`src/rtl/id_pkg.sv`:
```
// Shared decode types and RV32I opcode constants for the ID unit.
// Width defaults come from IMM_WIDTH / ARCH_REG_NUM_WIDTH; ID_ILLEGAL_CHECK_EN adds the illegal flag.
`ifndef IMM_WIDTH
`define IMM_WIDTH 21
`endif
`ifndef ARCH_REG_NUM_WIDTH
`define ARCH_REG_NUM_WIDTH 5
`endif

package id_pkg;

    typedef enum logic [2:0] {
        IMM_R = 3'd0,
        IMM_I = 3'd1,
        IMM_S = 3'd2,
        IMM_B = 3'd3,
        IMM_U = 3'd4,
        IMM_J = 3'd5
    } imm_fmt_t;

    localparam logic [6:0] OPC_LUI    = 7'b0110111;
    localparam logic [6:0] OPC_AUIPC  = 7'b0010111;
    localparam logic [6:0] OPC_JAL    = 7'b1101111;
    localparam logic [6:0] OPC_JALR   = 7'b1100111;
    localparam logic [6:0] OPC_BRANCH = 7'b1100011;
    localparam logic [6:0] OPC_LOAD   = 7'b0000011;
    localparam logic [6:0] OPC_STORE  = 7'b0100011;
    localparam logic [6:0] OPC_OP_IMM = 7'b0010011;
    localparam logic [6:0] OPC_OP     = 7'b0110011;

    // Instruction-derived fields only; PC and immediate are parameter-sized and stored alongside.
    typedef struct packed {
        logic [6:0] opcode;
        logic [2:0] funct3;
        logic [6:0] funct7;
        logic [4:0] rd;
        logic [4:0] rs1;
        logic [4:0] rs2;
        imm_fmt_t   fmt;
        logic       shift12;
`ifdef ID_ILLEGAL_CHECK_EN
        logic       illegal;
`endif
    } dec_entry_t;

    typedef enum logic [1:0] {
        EMPTY = 2'd0,
        ONE   = 2'd1,
        TWO   = 2'd2
    } buf_state_t;

endpackage

```
`src/rtl/id_decode_buffer_if.sv`:
```
// Fetch-side and rename-side handshake bundle of the decode buffer.
// out_illegal exists only when ID_ILLEGAL_CHECK_EN is defined.
interface id_decode_buffer_if
    import id_pkg::*;
#(
    parameter int IMM_WIDTH          = `IMM_WIDTH,
    parameter int ARCH_REG_NUM_WIDTH = `ARCH_REG_NUM_WIDTH,
    parameter int PC_WIDTH           = 32
) ();
    logic                          in_valid;
    logic                          in_ready;
    logic [31:0]                   in_instr;
    logic [PC_WIDTH-1:0]           in_pc;
    logic                          out_valid;
    logic                          out_ready;
    logic [PC_WIDTH-1:0]           out_pc;
    logic [6:0]                    out_opcode;
    logic [2:0]                    out_funct3;
    logic [6:0]                    out_funct7;
    logic [ARCH_REG_NUM_WIDTH-1:0] out_rd;
    logic [ARCH_REG_NUM_WIDTH-1:0] out_rs1;
    logic [ARCH_REG_NUM_WIDTH-1:0] out_rs2;
    logic [IMM_WIDTH-1:0]          out_imm;
    imm_fmt_t                      out_imm_fmt;
    logic                          out_imm_shift12;
`ifdef ID_ILLEGAL_CHECK_EN
    logic                          out_illegal;
`endif

    modport master (
        output in_valid, in_instr, in_pc, out_ready,
        input  in_ready, out_valid, out_pc, out_opcode, out_funct3, out_funct7,
               out_rd, out_rs1, out_rs2, out_imm, out_imm_fmt, out_imm_shift12
`ifdef ID_ILLEGAL_CHECK_EN
        , input out_illegal
`endif
    );

    modport slave (
        input  in_valid, in_instr, in_pc, out_ready,
        output in_ready, out_valid, out_pc, out_opcode, out_funct3, out_funct7,
               out_rd, out_rs1, out_rs2, out_imm, out_imm_fmt, out_imm_shift12
`ifdef ID_ILLEGAL_CHECK_EN
        , output out_illegal
`endif
    );
endinterface

```
`src/rtl/id_decode_buffer_imm_field_extractor.sv`:
```
// Combinational raw-immediate extraction and format classification of an RV32I word.
// The illegal output is built only when ID_ILLEGAL_CHECK_EN is defined.
module imm_field_extractor
    import id_pkg::*;
#(
    parameter int IMM_WIDTH = `IMM_WIDTH
) (
    input  logic [31:0]          instr,
    output logic [IMM_WIDTH-1:0] imm,
    output imm_fmt_t             fmt,
    output logic                 shift12
`ifdef ID_ILLEGAL_CHECK_EN
    , output logic               illegal
`endif
);
    logic signed [31:0] imm32;

    always_comb begin
        imm32   = '0;
        fmt     = IMM_R;
        shift12 = 1'b0;
`ifdef ID_ILLEGAL_CHECK_EN
        illegal = 1'b0;
`endif
        case (instr[6:0])
            OPC_OP: fmt = IMM_R;
            OPC_OP_IMM, OPC_LOAD, OPC_JALR: begin
                imm32 = {{20{instr[31]}}, instr[31:20]};
                fmt   = IMM_I;
            end
            OPC_STORE: begin
                imm32 = {{20{instr[31]}}, instr[31:25], instr[11:7]};
                fmt   = IMM_S;
            end
            OPC_BRANCH: begin
                imm32 = {{20{instr[31]}}, instr[7], instr[30:25], instr[11:8], 1'b0};
                fmt   = IMM_B;
            end
            OPC_LUI, OPC_AUIPC: begin
                imm32   = {{12{instr[31]}}, instr[31:12]};
                fmt     = IMM_U;
                shift12 = 1'b1;
            end
            OPC_JAL: begin
                imm32 = {{12{instr[31]}}, instr[19:12], instr[20], instr[30:21], 1'b0};
                fmt   = IMM_J;
            end
            default: begin
`ifdef ID_ILLEGAL_CHECK_EN
                illegal = 1'b1;
`endif
            end
        endcase
        // Signed cast sign-extends when IMM_WIDTH exceeds 32 and truncates otherwise.
        imm = IMM_WIDTH'(imm32);
    end
endmodule

```
`src/rtl/id_decode_buffer.sv`:
```
// Decode front half: field split plus a 2-entry registered skid buffer toward rename.
// ID_ILLEGAL_CHECK_EN enables the out_illegal flag for unsupported opcodes.
module id_decode_buffer
    import id_pkg::*;
#(
    parameter int IMM_WIDTH          = `IMM_WIDTH,
    parameter int ARCH_REG_NUM_WIDTH = `ARCH_REG_NUM_WIDTH,
    parameter int PC_WIDTH           = 32
) (
    input  logic               clk,
    input  logic               rst_n,
    input  logic               flush,
    id_decode_buffer_if.slave  bus
);
    if (IMM_WIDTH < 21) begin : g_imm_width_check
        $error("id_decode_buffer: IMM_WIDTH must be >= 21");
    end

    dec_entry_t           new_e;
    logic [IMM_WIDTH-1:0] new_imm;
    imm_fmt_t             new_fmt;
    logic                 new_shift12;
`ifdef ID_ILLEGAL_CHECK_EN
    logic                 new_illegal;
`endif

    imm_field_extractor #(.IMM_WIDTH(IMM_WIDTH)) u_imm (
        .instr   (bus.in_instr),
        .imm     (new_imm),
        .fmt     (new_fmt),
        .shift12 (new_shift12)
`ifdef ID_ILLEGAL_CHECK_EN
        , .illegal (new_illegal)
`endif
    );

    always_comb begin
        new_e         = '0;
        new_e.opcode  = bus.in_instr[6:0];
        new_e.rd      = bus.in_instr[11:7];
        new_e.funct3  = bus.in_instr[14:12];
        new_e.rs1     = bus.in_instr[19:15];
        new_e.rs2     = bus.in_instr[24:20];
        new_e.funct7  = bus.in_instr[31:25];
        new_e.fmt     = new_fmt;
        new_e.shift12 = new_shift12;
`ifdef ID_ILLEGAL_CHECK_EN
        new_e.illegal = new_illegal;
`endif
    end

    buf_state_t           state;
    logic                 in_ready_q;
    logic                 out_valid_q;
    dec_entry_t           head_e, skid_e;
    logic [PC_WIDTH-1:0]  head_pc, skid_pc;
    logic [IMM_WIDTH-1:0] head_imm, skid_imm;

    logic push, pop;
    assign push = bus.in_valid & in_ready_q;
    assign pop  = out_valid_q & bus.out_ready;

    // in_ready/out_valid are registered alongside the state so out_ready never reaches in_ready.
    always_ff @(posedge clk or negedge rst_n) begin
        if (!rst_n) begin
            state       <= EMPTY;
            in_ready_q  <= 1'b1;
            out_valid_q <= 1'b0;
            head_e      <= '0;
            head_pc     <= '0;
            head_imm    <= '0;
            skid_e      <= '0;
            skid_pc     <= '0;
            skid_imm    <= '0;
        end else if (flush) begin
            state       <= EMPTY;
            in_ready_q  <= 1'b1;
            out_valid_q <= 1'b0;
        end else begin
            case (state)
                EMPTY: if (push) begin
                    head_e      <= new_e;
                    head_pc     <= bus.in_pc;
                    head_imm    <= new_imm;
                    state       <= ONE;
                    out_valid_q <= 1'b1;
                end
                ONE: begin
                    if (push && pop) begin
                        head_e   <= new_e;
                        head_pc  <= bus.in_pc;
                        head_imm <= new_imm;
                    end else if (push) begin
                        skid_e     <= new_e;
                        skid_pc    <= bus.in_pc;
                        skid_imm   <= new_imm;
                        state      <= TWO;
                        in_ready_q <= 1'b0;
                    end else if (pop) begin
                        state       <= EMPTY;
                        out_valid_q <= 1'b0;
                    end
                end
                TWO: if (pop) begin
                    head_e     <= skid_e;
                    head_pc    <= skid_pc;
                    head_imm   <= skid_imm;
                    state      <= ONE;
                    in_ready_q <= 1'b1;
                end
                default: begin
                    state       <= EMPTY;
                    in_ready_q  <= 1'b1;
                    out_valid_q <= 1'b0;
                end
            endcase
        end
    end

    assign bus.in_ready        = in_ready_q;
    assign bus.out_valid       = out_valid_q;
    assign bus.out_pc          = head_pc;
    assign bus.out_opcode      = head_e.opcode;
    assign bus.out_funct3      = head_e.funct3;
    assign bus.out_funct7      = head_e.funct7;
    assign bus.out_rd          = ARCH_REG_NUM_WIDTH'(head_e.rd);
    assign bus.out_rs1         = ARCH_REG_NUM_WIDTH'(head_e.rs1);
    assign bus.out_rs2         = ARCH_REG_NUM_WIDTH'(head_e.rs2);
    assign bus.out_imm         = head_imm;
    assign bus.out_imm_fmt     = head_e.fmt;
    assign bus.out_imm_shift12 = head_e.shift12;
`ifdef ID_ILLEGAL_CHECK_EN
    assign bus.out_illegal     = head_e.illegal;
`endif
endmodule
```
`src/flat_wrapper.sv`:
```
// flat-port wrapper written by rule: the top's interface ports become plain ports
module id_decode_buffer_flat import id_pkg::*;
#(
    parameter int IMM_WIDTH          = `IMM_WIDTH,
    parameter int ARCH_REG_NUM_WIDTH = `ARCH_REG_NUM_WIDTH,
    parameter int PC_WIDTH           = 32
)
  (clk, rst_n, flush, bus_in_valid, bus_in_instr, bus_in_pc, bus_out_ready, bus_in_ready, bus_out_valid, bus_out_pc, bus_out_opcode, bus_out_funct3, bus_out_funct7, bus_out_rd, bus_out_rs1, bus_out_rs2, bus_out_imm, bus_out_imm_fmt, bus_out_imm_shift12);
  id_decode_buffer_if #(.IMM_WIDTH(IMM_WIDTH), .ARCH_REG_NUM_WIDTH(ARCH_REG_NUM_WIDTH), .PC_WIDTH(PC_WIDTH)) bus_i ();
  input  logic clk;
  input  logic rst_n;
  input  logic flush;
  input wire logic [$bits(bus_i.in_valid)-1:0] bus_in_valid;
  input wire logic [$bits(bus_i.in_instr)-1:0] bus_in_instr;
  input wire logic [$bits(bus_i.in_pc)-1:0] bus_in_pc;
  input wire logic [$bits(bus_i.out_ready)-1:0] bus_out_ready;
  output wire logic [$bits(bus_i.in_ready)-1:0] bus_in_ready;
  output wire logic [$bits(bus_i.out_valid)-1:0] bus_out_valid;
  output wire logic [$bits(bus_i.out_pc)-1:0] bus_out_pc;
  output wire logic [$bits(bus_i.out_opcode)-1:0] bus_out_opcode;
  output wire logic [$bits(bus_i.out_funct3)-1:0] bus_out_funct3;
  output wire logic [$bits(bus_i.out_funct7)-1:0] bus_out_funct7;
  output wire logic [$bits(bus_i.out_rd)-1:0] bus_out_rd;
  output wire logic [$bits(bus_i.out_rs1)-1:0] bus_out_rs1;
  output wire logic [$bits(bus_i.out_rs2)-1:0] bus_out_rs2;
  output wire logic [$bits(bus_i.out_imm)-1:0] bus_out_imm;
  output wire logic [$bits(bus_i.out_imm_fmt)-1:0] bus_out_imm_fmt;
  output wire logic [$bits(bus_i.out_imm_shift12)-1:0] bus_out_imm_shift12;
  assign bus_i.in_valid = bus_in_valid;
  assign bus_i.in_instr = bus_in_instr;
  assign bus_i.in_pc = bus_in_pc;
  assign bus_i.out_ready = bus_out_ready;
  assign bus_in_ready = bus_i.in_ready;
  assign bus_out_valid = bus_i.out_valid;
  assign bus_out_pc = bus_i.out_pc;
  assign bus_out_opcode = bus_i.out_opcode;
  assign bus_out_funct3 = bus_i.out_funct3;
  assign bus_out_funct7 = bus_i.out_funct7;
  assign bus_out_rd = bus_i.out_rd;
  assign bus_out_rs1 = bus_i.out_rs1;
  assign bus_out_rs2 = bus_i.out_rs2;
  assign bus_out_imm = bus_i.out_imm;
  assign bus_out_imm_fmt = bus_i.out_imm_fmt;
  assign bus_out_imm_shift12 = bus_i.out_imm_shift12;
  id_decode_buffer #(.IMM_WIDTH(IMM_WIDTH), .ARCH_REG_NUM_WIDTH(ARCH_REG_NUM_WIDTH), .PC_WIDTH(PC_WIDTH)) u_core (.clk(clk), .rst_n(rst_n), .flush(flush), .bus(bus_i));
endmodule
```
`config.mk`:
```
export PLATFORM = sky130hd
export DESIGN_NAME = id_decode_buffer_flat
export DESIGN_NICKNAME = d
export VERILOG_FILES = /design/src/rtl/id_pkg.sv /design/src/rtl/id_decode_buffer_if.sv /design/src/rtl/id_decode_buffer_imm_field_extractor.sv /design/src/rtl/id_decode_buffer.sv /design/src/flat_wrapper.sv
export SDC_FILE = /design/constraint.sdc
export NUM_CORES = 1
export LEC_CHECK = 0
export BUFFER_PORTS_ARGS = -buffer_cell sky130_fd_sc_hd__clkbuf_2
export CAP_MARGIN = 20
export CORE_UTILIZATION = 40
export DETAILED_ROUTE_END_ITERATION = 6
export GPL_ROUTABILITY_DRIVEN = 1
export PLACE_DENSITY = 0.68
export SLEW_MARGIN = 20
export SYNTH_ARGS = -nofsm -noshare
export SYNTH_HDL_FRONTEND = slang
export SYNTH_SLANG_ARGS = --single-unit
```
`constraint.sdc`:
```
create_clock -name clk -period 5.4 [get_ports clk]
set_clock_uncertainty 0.1 [all_clocks]
set_input_delay 0.27 -clock clk [delete_from_list [all_inputs] [get_ports clk]]
set_output_delay 0.27 -clock clk [all_outputs]
set_load 0.02 [all_outputs]
```
==> results.toml <==
[status]
outcome = "completed"

[critical_path]
cp_cell_sequence = "nand2b_4, a221oi_4, buf_4, nand2_1, o211ai_1"
critPathLaunchType = "register"
required_ps = 5630
cp.arrival_ps = 3250
criticalPathCategory = "register to register"
cp-end-kind = "register"
cp_top_family = "simple AND/OR/NAND/NOR gates"
critPathSlowestCell = "nand2b_4"
worst-path-buf-inv = 1
slowest_delay_ps = 660
worst-path-max-fanout = 81

[sta]
max_freq_mhz = 332
rsz0062_at_grt = "no"
min_period_over_period_pct = 55.8
tightest_slew_ps = 1070
slew_viol_final = 0
period_needed_ps = 3020
setup_viol = 0
tns_ps = 0
relSlewSlack_pct = 28.6
final-hold-violation-count = 0

[power]
p_leak_nw = 4.85
ir_worst_vdd_uv = 233
p_int_mw = 3.09
p_sw_mw = 1.73
p_sw_share_pct = 35.9
powerDensity_nw_per_um2 = 485
seqPwrFrac_pct = 44.4
pwr-share-comb_pct = 28.8
clkPwrFrac_pct = 26.8

[routing]
first_pass_iters = 5
via_per_inst = 5.09
detail_route.iter0.violations = 537
drc = 0
via_count = 6927
ant_nets = 0
routed_wl_um = 21300
wl_per_cell_um = 15.7

[clock_network]
clkTransAtPathRegs_ps = 70
cts_tree = "yes"
cts-root-buf = "clkbuf_16"
cts_sinks = 182
post_cts_resized = 0
cts_hold_buf = 41
clk_latency_ps = 430
post_cts_buffers = 0
cts_buffers = 17
htreeDepth = 4
cts_buffer_depth = 2

[placed_design]
gp_congestion = 0.822
portBuffers = 159
placed_area_um2 = 8900
dp_hpwl_um = 13200

[finish]
areaGrowthSynthToFinish_pct = 24.9
design_area_um2 = 9930
layout_common_cells = "388 x nand2_1, 181 x dfrtp_1, 158 x clkbuf_2"
drive_above_1_share_pct = 19.5
fin_util_pct = 51.0
fin_nets = 1151
fillCellCount = 1858
diodes = 0
layout_commonest_cell = "nand2_1"

[floorplanning]
die_w_um = 143
start_util_pct = 40.8
num_io_pins = 160
die_y_um = 143
die_area_um2 = 20400
design.core.area_um2 = 19500
row_count = 51

[synthesis]
synthXorXnorAreaFrac_pct = 0.110
ys_seq_elements = 182
syn_inst = 919
syn-num-nets = 988
synth_ff_type = "dfrtp_1"
synthAdderAreaFrac_pct = 0
synth-compound-area-share_pct = 13.4
synth_edf_count = 0
synthMuxAreaShare_pct = 0.268
yosysSeqAreaShare_pct = 57.3
netlist_area_um2 = 7950
synthSimpleGateAreaFrac_pct = 25.1
avgSynthCellArea_um2 = 8.65
synth_cell_type_count = 46
async_reset_ff_share_pct = 100
synth_warnings = 0
synth_top_family_by_area = "simple AND/OR/NAND/NOR gates"

[grt]
globalRouteTotalUtil_pct = 21.8
grt_pass1_vias = 6366
grt_pass1_wl_um = 34200
grt_max_degree = 101
overflow = 0
antenna_found_initial = 0

[min_path]
hold_path_class = "input port to register"

[flow_run]
max-cap-violations = 0
==> per-layer routing <==
layer	GRT usage [%]	part of all wire (%)	vias up	routed length, µm
li1	-	-	3373	-
met1	30.6	45	3318	9670
met3	4.33	5.7	21	1220
met4	9.00	1.8	0	381
met2	32.9	47	215	10000
met5	0	0	-	0
==> worst register-to-register path, stage by stage, from the launching register on <==
cell and delay, ps:
dfrtp_1 470, nand2b_4 660, a221oi_4 470, buf_4 510, nand2_1 400, o211ai_1 320
==> power groups by stage <==
| stage | registers [mW] | logic [mW] | clock network (mW) |
|---|---|---|---|
| detailed placement | 2.17 | 1.37 | 0 |
| finish | 2.14 | 1.39 | 1.29 |
| floorplan | 2.43 | 0.573 | 0 |
| global placement | 2.15 | 1.34 | 0 |
| CTS | 2.14 | 1.40 | 1.32 |
| global route | 2.20 | 1.55 | 1.38 |
==> synthesized netlist by cell type (2+ instances only) <==
library cell	instances	area, µm²
a211oi_1	2	15.0
a21o_1	2	15.0
a21oi_1	10	50.1
a222oi_1	4	40.0
a22o_1	8	70.1
a22oi_1	7	52.6
a31oi_1	68	425
and3_1	4	25.0
buf_2	30	150
clkbuf_1	34	128
dfrtp_1	181	4530
nand2_1	388	1460
nand3_1	9	45.0
nand3b_1	3	22.5
nor2_1	69	259
nor3_1	12	60.1
nor3_2	2	20.0
o211ai_1	7	52.6
o21ai_0	48	240
o21ai_1	3	15.0
o21bai_1	2	15.0
or4_1	2	15.0
==> state kept, by name (all words and copies together) (netlist names) <==
register and count:
u_core.skid_e 36, u_core.bus.out_pc 32, u_core.skid_pc 32, u_core.bus.out_imm 21
u_core.skid_imm 21, u_core.bus.out_funct7 7, u_core.bus.out_opcode 7, u_core.bus.out_rd 5
u_core.bus.out_rs1 5, u_core.bus.out_rs2 5, u_core.bus.out_funct3 3, u_core.bus.out_imm_fmt 3
u_core.state 2, u_core.bus.in_ready 1, u_core.bus.out_imm_shift12 1, u_core.bus.out_valid 1
==> logic make-up after synthesis <==
family / after synthesis
AO/OA/AOI/OAI: 168
XOR/XNOR: 1
buffers and inverters: 67
flip-flops: 182
multiplexers: 2
AND/OR/NAND/NOR: 499
==> path summary, 6_finish.rpt <==
kind | start | end | slack [ps] | cells after the start
hold reg to reg | u_core.skid_imm[18]$_DFFE_PN0P_ | u_core.skid_imm[18]$_DFFE_PN0P_ | 370 | 2
setup / recovery | u_core.state[0]$_DFFE_PN0P_ | u_core.bus.out_imm[10]$_DFFE_PN0P_ | 2380 | 5
max in group asynchronous | rst_n | u_core.bus.out_rs2[1]$_DFFE_PN0P_ | 3520 | 3
setup reg to reg | u_core.state[0]$_DFFE_PN0P_ | u_core.bus.out_imm[10]$_DFFE_PN0P_ | 2380 | 5
hold / removal | bus_in_instr[24] | u_core.skid_e[8]$_DFFE_PN0P_ | 10 | 3
min in group asynchronous | rst_n | u_core.skid_e[25]$_DFFE_PN0P_ | 330 | 2
==> area by class of cell <==
type	count	area (µm²)	area share, %
clock buffer	20	447	4.50
clock inverter	12	165	1.66
inverter	1	3.75	0.0378
multi-input combinational	670	3130	31.6
sequential	182	4560	45.9
tap	265	332	3.34
timing repair buffer	210	1290	13.0
==> per-stage QoR <==
step / setup slack (ps) / hold slack [ps] / instances / total power, mW
finish: 2380 / 9.66 / 1360 / 4.82
global route: 2150 / 2.04 / 1360 / 5.13
CTS: 2350 / 0.769 / 1360 / 4.86
detailed placement: 2370 / 248 / 1287 / 3.54
global placement: 2470 / 246 / 1287 / 3.50
floorplan: 3500 / -126 / 919 / 3.00
(Power assumes the default switching activity.)
